--- src/rtl/mem_map_pkg.sv ---
// Address map of the data-side memory unit: region codes and the decode of the
// top address nibble into a region.
package mem_map_pkg;

   typedef enum logic [2:0] {
      REGION_RAM,
      REGION_LED,
      REGION_CNT,
      REGION_SW,
      REGION_PERIPH,
      REGION_UNMAPPED
   } region_e;

   localparam logic [3:0] RAM_BASE    = 4'h0;
   localparam logic [3:0] LED_BASE    = 4'h1;
   localparam logic [3:0] CNT_BASE    = 4'h2;
   localparam logic [3:0] SW_BASE     = 4'h3;
   localparam logic [3:0] PERIPH_BASE = 4'h4;
   localparam logic [3:0] PERIPH_LAST = 4'h7;

   function automatic region_e decode_region(input logic [3:0] nib);
      region_e r;
      if (nib == RAM_BASE)                                r = REGION_RAM;
      else if (nib == LED_BASE)                           r = REGION_LED;
      else if (nib == CNT_BASE)                           r = REGION_CNT;
      else if (nib == SW_BASE)                            r = REGION_SW;
      else if (nib >= PERIPH_BASE && nib <= PERIPH_LAST)  r = REGION_PERIPH;
      else                                                r = REGION_UNMAPPED;
      return r;
   endfunction

endpackage

--- src/rtl/data_mem_unit_if.sv ---
// Processor data bus: request (address, write data, read/write strobes) and the
// registered one-cycle-later response (read data, done).
interface data_mem_unit_if #(parameter int WORD_SIZE = 16);

   logic [WORD_SIZE-1:0] DataAddr;
   logic [WORD_SIZE-1:0] DataOut;
   logic                 ReadData;
   logic                 WriteData;
   logic [WORD_SIZE-1:0] DataIn;
   logic                 DataDone;

   modport master (
      output DataAddr, DataOut, ReadData, WriteData,
      input  DataIn, DataDone
   );

   modport slave (
      input  DataAddr, DataOut, ReadData, WriteData,
      output DataIn, DataDone
   );

endinterface

--- src/rtl/post_fifo.sv ---
// Posted-write queue: synchronous FIFO with registered head (no fall-through).
// Push ignored while full by registered count; pop ignored while empty.
module post_fifo #(
   parameter int WIDTH = 32,
   parameter int DEPTH = 4
) (
   input  logic             clk,
   input  logic             rst,
   input  logic             push,
   input  logic [WIDTH-1:0] push_dat,
   input  logic             pop,
   output logic [WIDTH-1:0] pop_dat,
   output logic             full,
   output logic             empty
);

   localparam int AW = $clog2(DEPTH);

   logic [WIDTH-1:0] mem_q [DEPTH];
   logic [AW-1:0]    wr_ptr_q, wr_ptr_d;
   logic [AW-1:0]    rd_ptr_q, rd_ptr_d;
   logic [AW:0]      count_q, count_d;
   logic             push_en, pop_en;

   assign full    = (count_q == (AW+1)'(DEPTH));
   assign empty   = (count_q == '0);
   assign push_en = push && !full;
   assign pop_en  = pop && !empty;
   // Head reads as zero when empty so stale storage never leaks out after reset.
   assign pop_dat = empty ? '0 : mem_q[rd_ptr_q];

   always_comb begin
      wr_ptr_d = wr_ptr_q;
      rd_ptr_d = rd_ptr_q;
      count_d  = count_q;
      if (push_en) wr_ptr_d = wr_ptr_q + AW'(1);
      if (pop_en)  rd_ptr_d = rd_ptr_q + AW'(1);
      case ({push_en, pop_en})
         2'b10:   count_d = count_q + (AW+1)'(1);
         2'b01:   count_d = count_q - (AW+1)'(1);
         default: count_d = count_q;
      endcase
   end

   always_ff @(posedge clk) begin
      if (rst) begin
         wr_ptr_q <= '0;
         rd_ptr_q <= '0;
         count_q  <= '0;
      end else begin
         wr_ptr_q <= wr_ptr_d;
         rd_ptr_q <= rd_ptr_d;
         count_q  <= count_d;
      end
   end

   always_ff @(posedge clk) begin
      if (push_en) mem_q[wr_ptr_q] <= push_dat;
   end

endmodule

--- src/rtl/data_mem_unit.sv ---
// Data-side memory unit: RAM, LED/counter/switch registers and a posted peripheral window.
// Response registered one cycle after the request; a store to a full peripheral FIFO is refused (DataDone=0).
module data_mem_unit
   import mem_map_pkg::*;
#(
   parameter int WORD_SIZE  = 16,
   parameter int RAM_DEPTH  = 256,
   parameter int FIFO_DEPTH = 4,
   parameter int IO_BITS    = 10
) (
   input  logic                 Clock,
   input  logic                 Reset,
   data_mem_unit_if.slave       bus,
   input  logic [IO_BITS-1:0]   SW,
   output logic [IO_BITS-1:0]   LEDR,
   output logic                 PeriphValid,
   input  logic                 PeriphReady,
   output logic [WORD_SIZE-1:0] PeriphAddr,
   output logic [WORD_SIZE-1:0] PeriphData,
   output logic                 BusError
);

   localparam int RAM_AW = $clog2(RAM_DEPTH);
   localparam int FIFO_W = 2 * WORD_SIZE;

   region_e              region;
   logic                 rd_req, wr_req, both_req, periph_req;
   logic                 periph_push, periph_pop, fifo_full, fifo_empty;
   logic                 ram_we;
   logic [RAM_AW-1:0]    ram_idx;
   logic [FIFO_W-1:0]    fifo_head;
   logic [WORD_SIZE-1:0] ram_q [RAM_DEPTH];
   logic [WORD_SIZE-1:0] rd_val;
   logic [WORD_SIZE-1:0] din_q, din_d, cnt_q, cnt_d;
   logic                 done_q, done_d, err_q, err_d;
   logic [IO_BITS-1:0]   led_q, led_d, sw_meta_q, sw_meta_d, sw_sync_q, sw_sync_d;

   assign region      = decode_region(bus.DataAddr[WORD_SIZE-1 -: 4]);
   assign ram_idx     = bus.DataAddr[RAM_AW-1:0];
   // Read+write together is carried out as a write only.
   assign both_req    = bus.ReadData && bus.WriteData;
   assign wr_req      = bus.WriteData;
   assign rd_req      = bus.ReadData && !bus.WriteData;
   assign periph_req  = wr_req && (region == REGION_PERIPH);
   assign periph_push = periph_req && !fifo_full;
   assign periph_pop  = PeriphValid && PeriphReady;
   assign ram_we      = wr_req && (region == REGION_RAM) && !Reset;

   always_comb begin
      rd_val = '0;
      case (region)
         REGION_RAM: rd_val = ram_q[ram_idx];
         REGION_LED: rd_val = WORD_SIZE'(led_q);
         REGION_CNT: rd_val = cnt_q;
         REGION_SW:  rd_val = WORD_SIZE'(sw_sync_q);
         default:    rd_val = '0;
      endcase
      din_d     = rd_req ? rd_val : '0;
      done_d    = (rd_req || wr_req) && !(periph_req && fifo_full);
      led_d     = (wr_req && region == REGION_LED) ? bus.DataOut[IO_BITS-1:0] : led_q;
      cnt_d     = (wr_req && region == REGION_CNT) ? bus.DataOut : cnt_q + WORD_SIZE'(1);
      err_d     = err_q || both_req || ((rd_req || wr_req) && region == REGION_UNMAPPED);
      sw_meta_d = SW;
      sw_sync_d = sw_meta_q;
   end

   always_ff @(posedge Clock) begin
      if (Reset) begin
         din_q     <= '0;
         done_q    <= 1'b0;
         led_q     <= '0;
         cnt_q     <= '0;
         err_q     <= 1'b0;
         sw_meta_q <= '0;
         sw_sync_q <= '0;
      end else begin
         din_q     <= din_d;
         done_q    <= done_d;
         led_q     <= led_d;
         cnt_q     <= cnt_d;
         err_q     <= err_d;
         sw_meta_q <= sw_meta_d;
         sw_sync_q <= sw_sync_d;
      end
   end

   always_ff @(posedge Clock) begin
      if (ram_we) ram_q[ram_idx] <= bus.DataOut;
   end

   post_fifo #(
      .WIDTH (FIFO_W),
      .DEPTH (FIFO_DEPTH)
   ) u_post_fifo (
      .clk      (Clock),
      .rst      (Reset),
      .push     (periph_push),
      .push_dat ({bus.DataAddr, bus.DataOut}),
      .pop      (periph_pop),
      .pop_dat  (fifo_head),
      .full     (fifo_full),
      .empty    (fifo_empty)
   );

   assign bus.DataIn               = din_q;
   assign bus.DataDone             = done_q;
   assign LEDR                     = led_q;
   assign BusError                 = err_q;
   assign PeriphValid              = !fifo_empty;
   assign {PeriphAddr, PeriphData} = fifo_head;

endmodule
--- src/flat_wrapper.sv ---
// flat-port wrapper written by rule: the top's interface ports become plain ports
module data_mem_unit_flat import mem_map_pkg::*;
#(
   parameter int WORD_SIZE  = 16,
   parameter int RAM_DEPTH  = 256,
   parameter int FIFO_DEPTH = 4,
   parameter int IO_BITS    = 10
)
  (Clock, Reset, SW, LEDR, PeriphValid, PeriphReady, PeriphAddr, PeriphData, BusError, bus_DataAddr, bus_DataOut, bus_ReadData, bus_WriteData, bus_DataIn, bus_DataDone);
  data_mem_unit_if #(.WORD_SIZE(WORD_SIZE)) bus_i ();
  input  logic Clock;
  input  logic Reset;
  input  logic [IO_BITS-1:0] SW;
  output logic [IO_BITS-1:0] LEDR;
  output logic PeriphValid;
  input  logic PeriphReady;
  output logic [WORD_SIZE-1:0] PeriphAddr;
  output logic [WORD_SIZE-1:0] PeriphData;
  output logic BusError;
  input wire logic [$bits(bus_i.DataAddr)-1:0] bus_DataAddr;
  input wire logic [$bits(bus_i.DataOut)-1:0] bus_DataOut;
  input wire logic [$bits(bus_i.ReadData)-1:0] bus_ReadData;
  input wire logic [$bits(bus_i.WriteData)-1:0] bus_WriteData;
  output wire logic [$bits(bus_i.DataIn)-1:0] bus_DataIn;
  output wire logic [$bits(bus_i.DataDone)-1:0] bus_DataDone;
  assign bus_i.DataAddr = bus_DataAddr;
  assign bus_i.DataOut = bus_DataOut;
  assign bus_i.ReadData = bus_ReadData;
  assign bus_i.WriteData = bus_WriteData;
  assign bus_DataIn = bus_i.DataIn;
  assign bus_DataDone = bus_i.DataDone;
  data_mem_unit #(.WORD_SIZE(WORD_SIZE), .RAM_DEPTH(RAM_DEPTH), .FIFO_DEPTH(FIFO_DEPTH), .IO_BITS(IO_BITS)) u_core (.Clock(Clock), .Reset(Reset), .bus(bus_i), .SW(SW), .LEDR(LEDR), .PeriphValid(PeriphValid), .PeriphReady(PeriphReady), .PeriphAddr(PeriphAddr), .PeriphData(PeriphData), .BusError(BusError));
endmodule
--- config.mk ---
export PLATFORM = sky130hd
export DESIGN_NAME = data_mem_unit_flat
export DESIGN_NICKNAME = d
export VERILOG_FILES = /design/src/rtl/mem_map_pkg.sv /design/src/rtl/data_mem_unit_if.sv /design/src/rtl/post_fifo.sv /design/src/rtl/data_mem_unit.sv /design/src/flat_wrapper.sv
export SDC_FILE = /design/constraint.sdc
export NUM_CORES = 2
export LEC_CHECK = 0
export CORE_ASPECT_RATIO = 1.1
export CORE_MARGIN = 5
export CORE_UTILIZATION = 63
export DETAILED_ROUTE_END_ITERATION = 8
export PLACE_DENSITY = 0.79
export SLEW_MARGIN = 0
export SYNTH_ARGS = -nofsm -noshare
export SYNTH_HDL_FRONTEND = slang
export SYNTH_MEMORY_MAX_BITS = 65536
export SYNTH_SLANG_ARGS = --single-unit
--- constraint.sdc ---
create_clock -name Clock -period 4.55 [get_ports Clock]
set_input_delay 0.455 -clock Clock [delete_from_list [all_inputs] [get_ports Clock]]
set_output_delay 0.455 -clock Clock [all_outputs]
set_load 0.02 [all_outputs]
==> results.cfg <==
[status]
status = finished clean

[global_routing]
grt_start_max_net_pins = 159
grt_first_pass_wirelength_um = 635000
grt.total_usage_pct = 32.7
antenna_found_initial = 23
grt_pass1_vias = 86300
overflow = 0

[timing]
finalWorstSetupSlack_ns = 0.690
hold_slack_ns = 0.0247
final.min_clock_period_ns = 3.86
setup_viol = 0
rsz0062_at_grt = no
totalNegativeSetupSlack_ns = 0
period_share_pct = 84.8
finClkSkew_ns = 0.0664
worst_pin_slew_ns = 1.33
final_max_slew_viol_count = 0
slew-limit-headroom_pct = 10.2
finalHoldViolCount = 0
fmax_ghz = 0.259

[place]
io_buffer_count = 107
place_ws_ns = -0.0635
post-dp-hpwl_um = 254000
place_congestion = 0.960
dp.cells = 11300

[worst_setup_path]
crit_path_frequent_cell = buf_4
rr_worst_depth = 8
cp_cell_sequence = buf_16 > buf_4 > buf_4 > mux2i_1 > a22oi_1 > nand3_1 > nand4_1 > o21ai_0 > buf_4 > nor2_1 > o41ai_1 > buf_4 > o211ai_1
cp.depth = 13
critPathBufInv = 5
cp.arrival_ns = 4.68
crit_required_ns = 5.36
critPathTopFamily = buffers and inverters
crit_path_max_fanout = 53
crit_type = in2reg
crit_slowest_cell = o41ai_1
cp-end-kind = register
cpPeakStageDelay_ns = 1.09
start_kind = input port

[yosys]
synth_most_common_cell = edfxtp_1
syn_inst = 7583
ys_seq_area_share_pct = 78.0
syn_area_mm2 = 0.165
synth.avg_cell_area_um2 = 21.7
syn_nets = 7637
synthTopCellsByCount = edfxtp_1, mux4_2, mux2i_1
synth_cell_type_count = 55
yosys_warnings = 0
yosysTopAreaCell = edfxtp_1
netlist_top_cells_area = edfxtp_1, mux4_2, mux2i_1
dominantRegCellSynth = edfxtp_1
synth.top_cell.area_share_pct = 77.1
synth_edf_count = 4224
synth_async_sr_flop_share_pct = 0
ys_ff_latch = 4297

[clocking]
cts_setup_buffers = 0
clock-sinks = 4297
clkTransAtPathRegs_ns = 0.06
clkLatencyLatePin_ns = 0.95
cts-root-buf = clkbuf_16
cts_resized = 0
cts.path.max_buffers = 4
cts_buffers = 404
cts_tree = yes
htreeDepth = 5

[min_path]
min_path_cells = 1
hold_path_class = in2reg

[floorplanning]
die_h_um = 546
dieArea_mm2 = 0.272
core_mm2 = 0.260
num_io_pins = 108
initial_core_util_pct = 63.4
rows = 196
chipWidth_um = 497

[cells_and_area]
nets = 8273
drive_above_1_share_pct = 25.3
layout-area-overhead-vs-synth_pct = 13.1
multi_input_area_mm2 = 0.0342
post-route-util_pct = 71.6
stdcell_count = 12000
n_fill_cell = 13900
regArea_mm2 = 0.128

[pwr]
power_density_mw_per_mm2 = 440
cellLeakagePower_uw = 0.0593
ir_worst_vdd_v = 0.000361

[route]
firstDrtPassIters = 7
routedWlPerCell_um = 37.1
via_per_inst = 7.18
ant_nets = 0
dr.first_iter.drc_count = 14800
vias = 86400
drc = 0
routed_wl_um = 447000

[run]
drv_cap = 0
kinds of logic after synthesis:
| logic type | count (synthesis) | synth area share [%] |
|---|---|---|
| flops | 4297 | 78.0 |
| simple gates | 841 | 2.29 |
| compound gates | 607 | 2.61 |
| buf+inv | 445 | 1.37 |
| mux | 1369 | 15.6 |
| fa+ha+maj | 7 | 0.0578 |
| xor+xnor | 17 | 0.0905 |
layout make-up:
type,instances,share of cell area [%]
multi-input combinational,2841,18.4
inverter,13,0.0316
tap,3465,2.33
clock buffer,504,5.78
antenna,20,0.0269
timing repair buffer,662,3.23
clock inverter,238,1.26
sequential,4297,69.0
stage by stage:
stage / area [µm²] / power, µW
2_1_floorplan: 165000 / 46700
3_3_place_gp: 173000 / 48800
3_5_place_dp: 173000 / 48900
4_1_cts: 186000 / 82000
5_1_grt: 186000 / 84000
6_report: 186000 / 81900
metal layers:
layer | share of wire (%) | vias up | wire, µm | GRT usage (%)
met2 | 48 | 7694 | 215000 | 51.2
met4 | 7.0 | 6 | 31200 | 18.7
met5 | 0.0072 | - | 32 | 0
li1 | - | 33100 | - | -
met3 | 13 | 1360 | 56400 | 7.82
met1 | 32 | 44200 | 144000 | 42.9
final timing paths:
kind                                                      from                         endpoint  slack, ns
worst max register to register  u_core.ram_q[135][0]$_DFFE_PP_  u_core.bus.DataIn[0]$_SDFF_PP0_       0.83
worst min-delay path                            bus_DataOut[0]   u_core.ram_q[193][0]$_DFFE_PP_       0.02
worst min register to register  u_core.sw_meta_q[2]$_SDFF_PP0_   u_core.sw_sync_q[2]$_SDFF_PP0_       0.45
worst max-delay path                           bus_DataAddr[1]  u_core.bus.DataIn[1]$_SDFF_PP0_       0.69
cell usage in the layout (no fill, tap or decap), drive strengths merged, types with 10 or more instances in the layout:
| cell type | count |
|---|---|
| o211ai | 18 |
| clkinv | 176 |
| buf | 576 |
| o41ai | 10 |
| clkinvlp | 15 |
| inv | 20 |
| nand3 | 99 |
| nor2 | 368 |
| bufinv | 40 |
| mux2 | 12 |
| a22o | 30 |
| a22oi | 211 |
| clkbuf | 504 |
| o21a | 14 |
| or3 | 10 |
| edfxtp | 4224 |
| dfxtp | 73 |
| a211oi | 14 |
| nand2 | 186 |
| o22ai | 99 |
| mux4 | 956 |
| nor4 | 20 |
| a221oi | 47 |
| a21oi | 61 |
| mux2i | 401 |
| diode | 20 |
| and2 | 39 |
| nand4 | 42 |
| clkdlybuf4s50 | 84 |
| o21ai | 55 |
| a222oi | 11 |
| nor2b | 26 |
| nor3 | 24 |
power breakdown:
part	total (µW)	leakage (µW)	switching [µW]	internal, µW
combinational	4630	0.0144	2970	1660
sequential	43500	0.0385	31.6	43500
clock	33700	0.00640	14700	19100
total	81900	0.0593	17700	64200
sequential cells by signal, summed over array words and instances (netlist names), named ones only:
signal                       flops
u_core.bus.DataDone              1
u_core.u_post_fifo.rd_ptr_q      2
u_core.u_post_fifo.mem_q       128
u_core.sw_meta_q                10
u_core.u_post_fifo.count_q       3
u_core.sw_sync_q                10
u_core.cnt_q                    16
u_core.bus.DataIn               16
u_core.LEDR                     10
u_core.u_post_fifo.wr_ptr_q      2
u_core.BusError                  1
u_core.ram_q                  4096
what timing repair did:
action	4_1_cts	5_1_grt
setup endpoints to repair	0	0
endpoints found under the hold margin	99	0
hold buffers	2	0
Note: power is estimated with default switching activity, not from simulation.
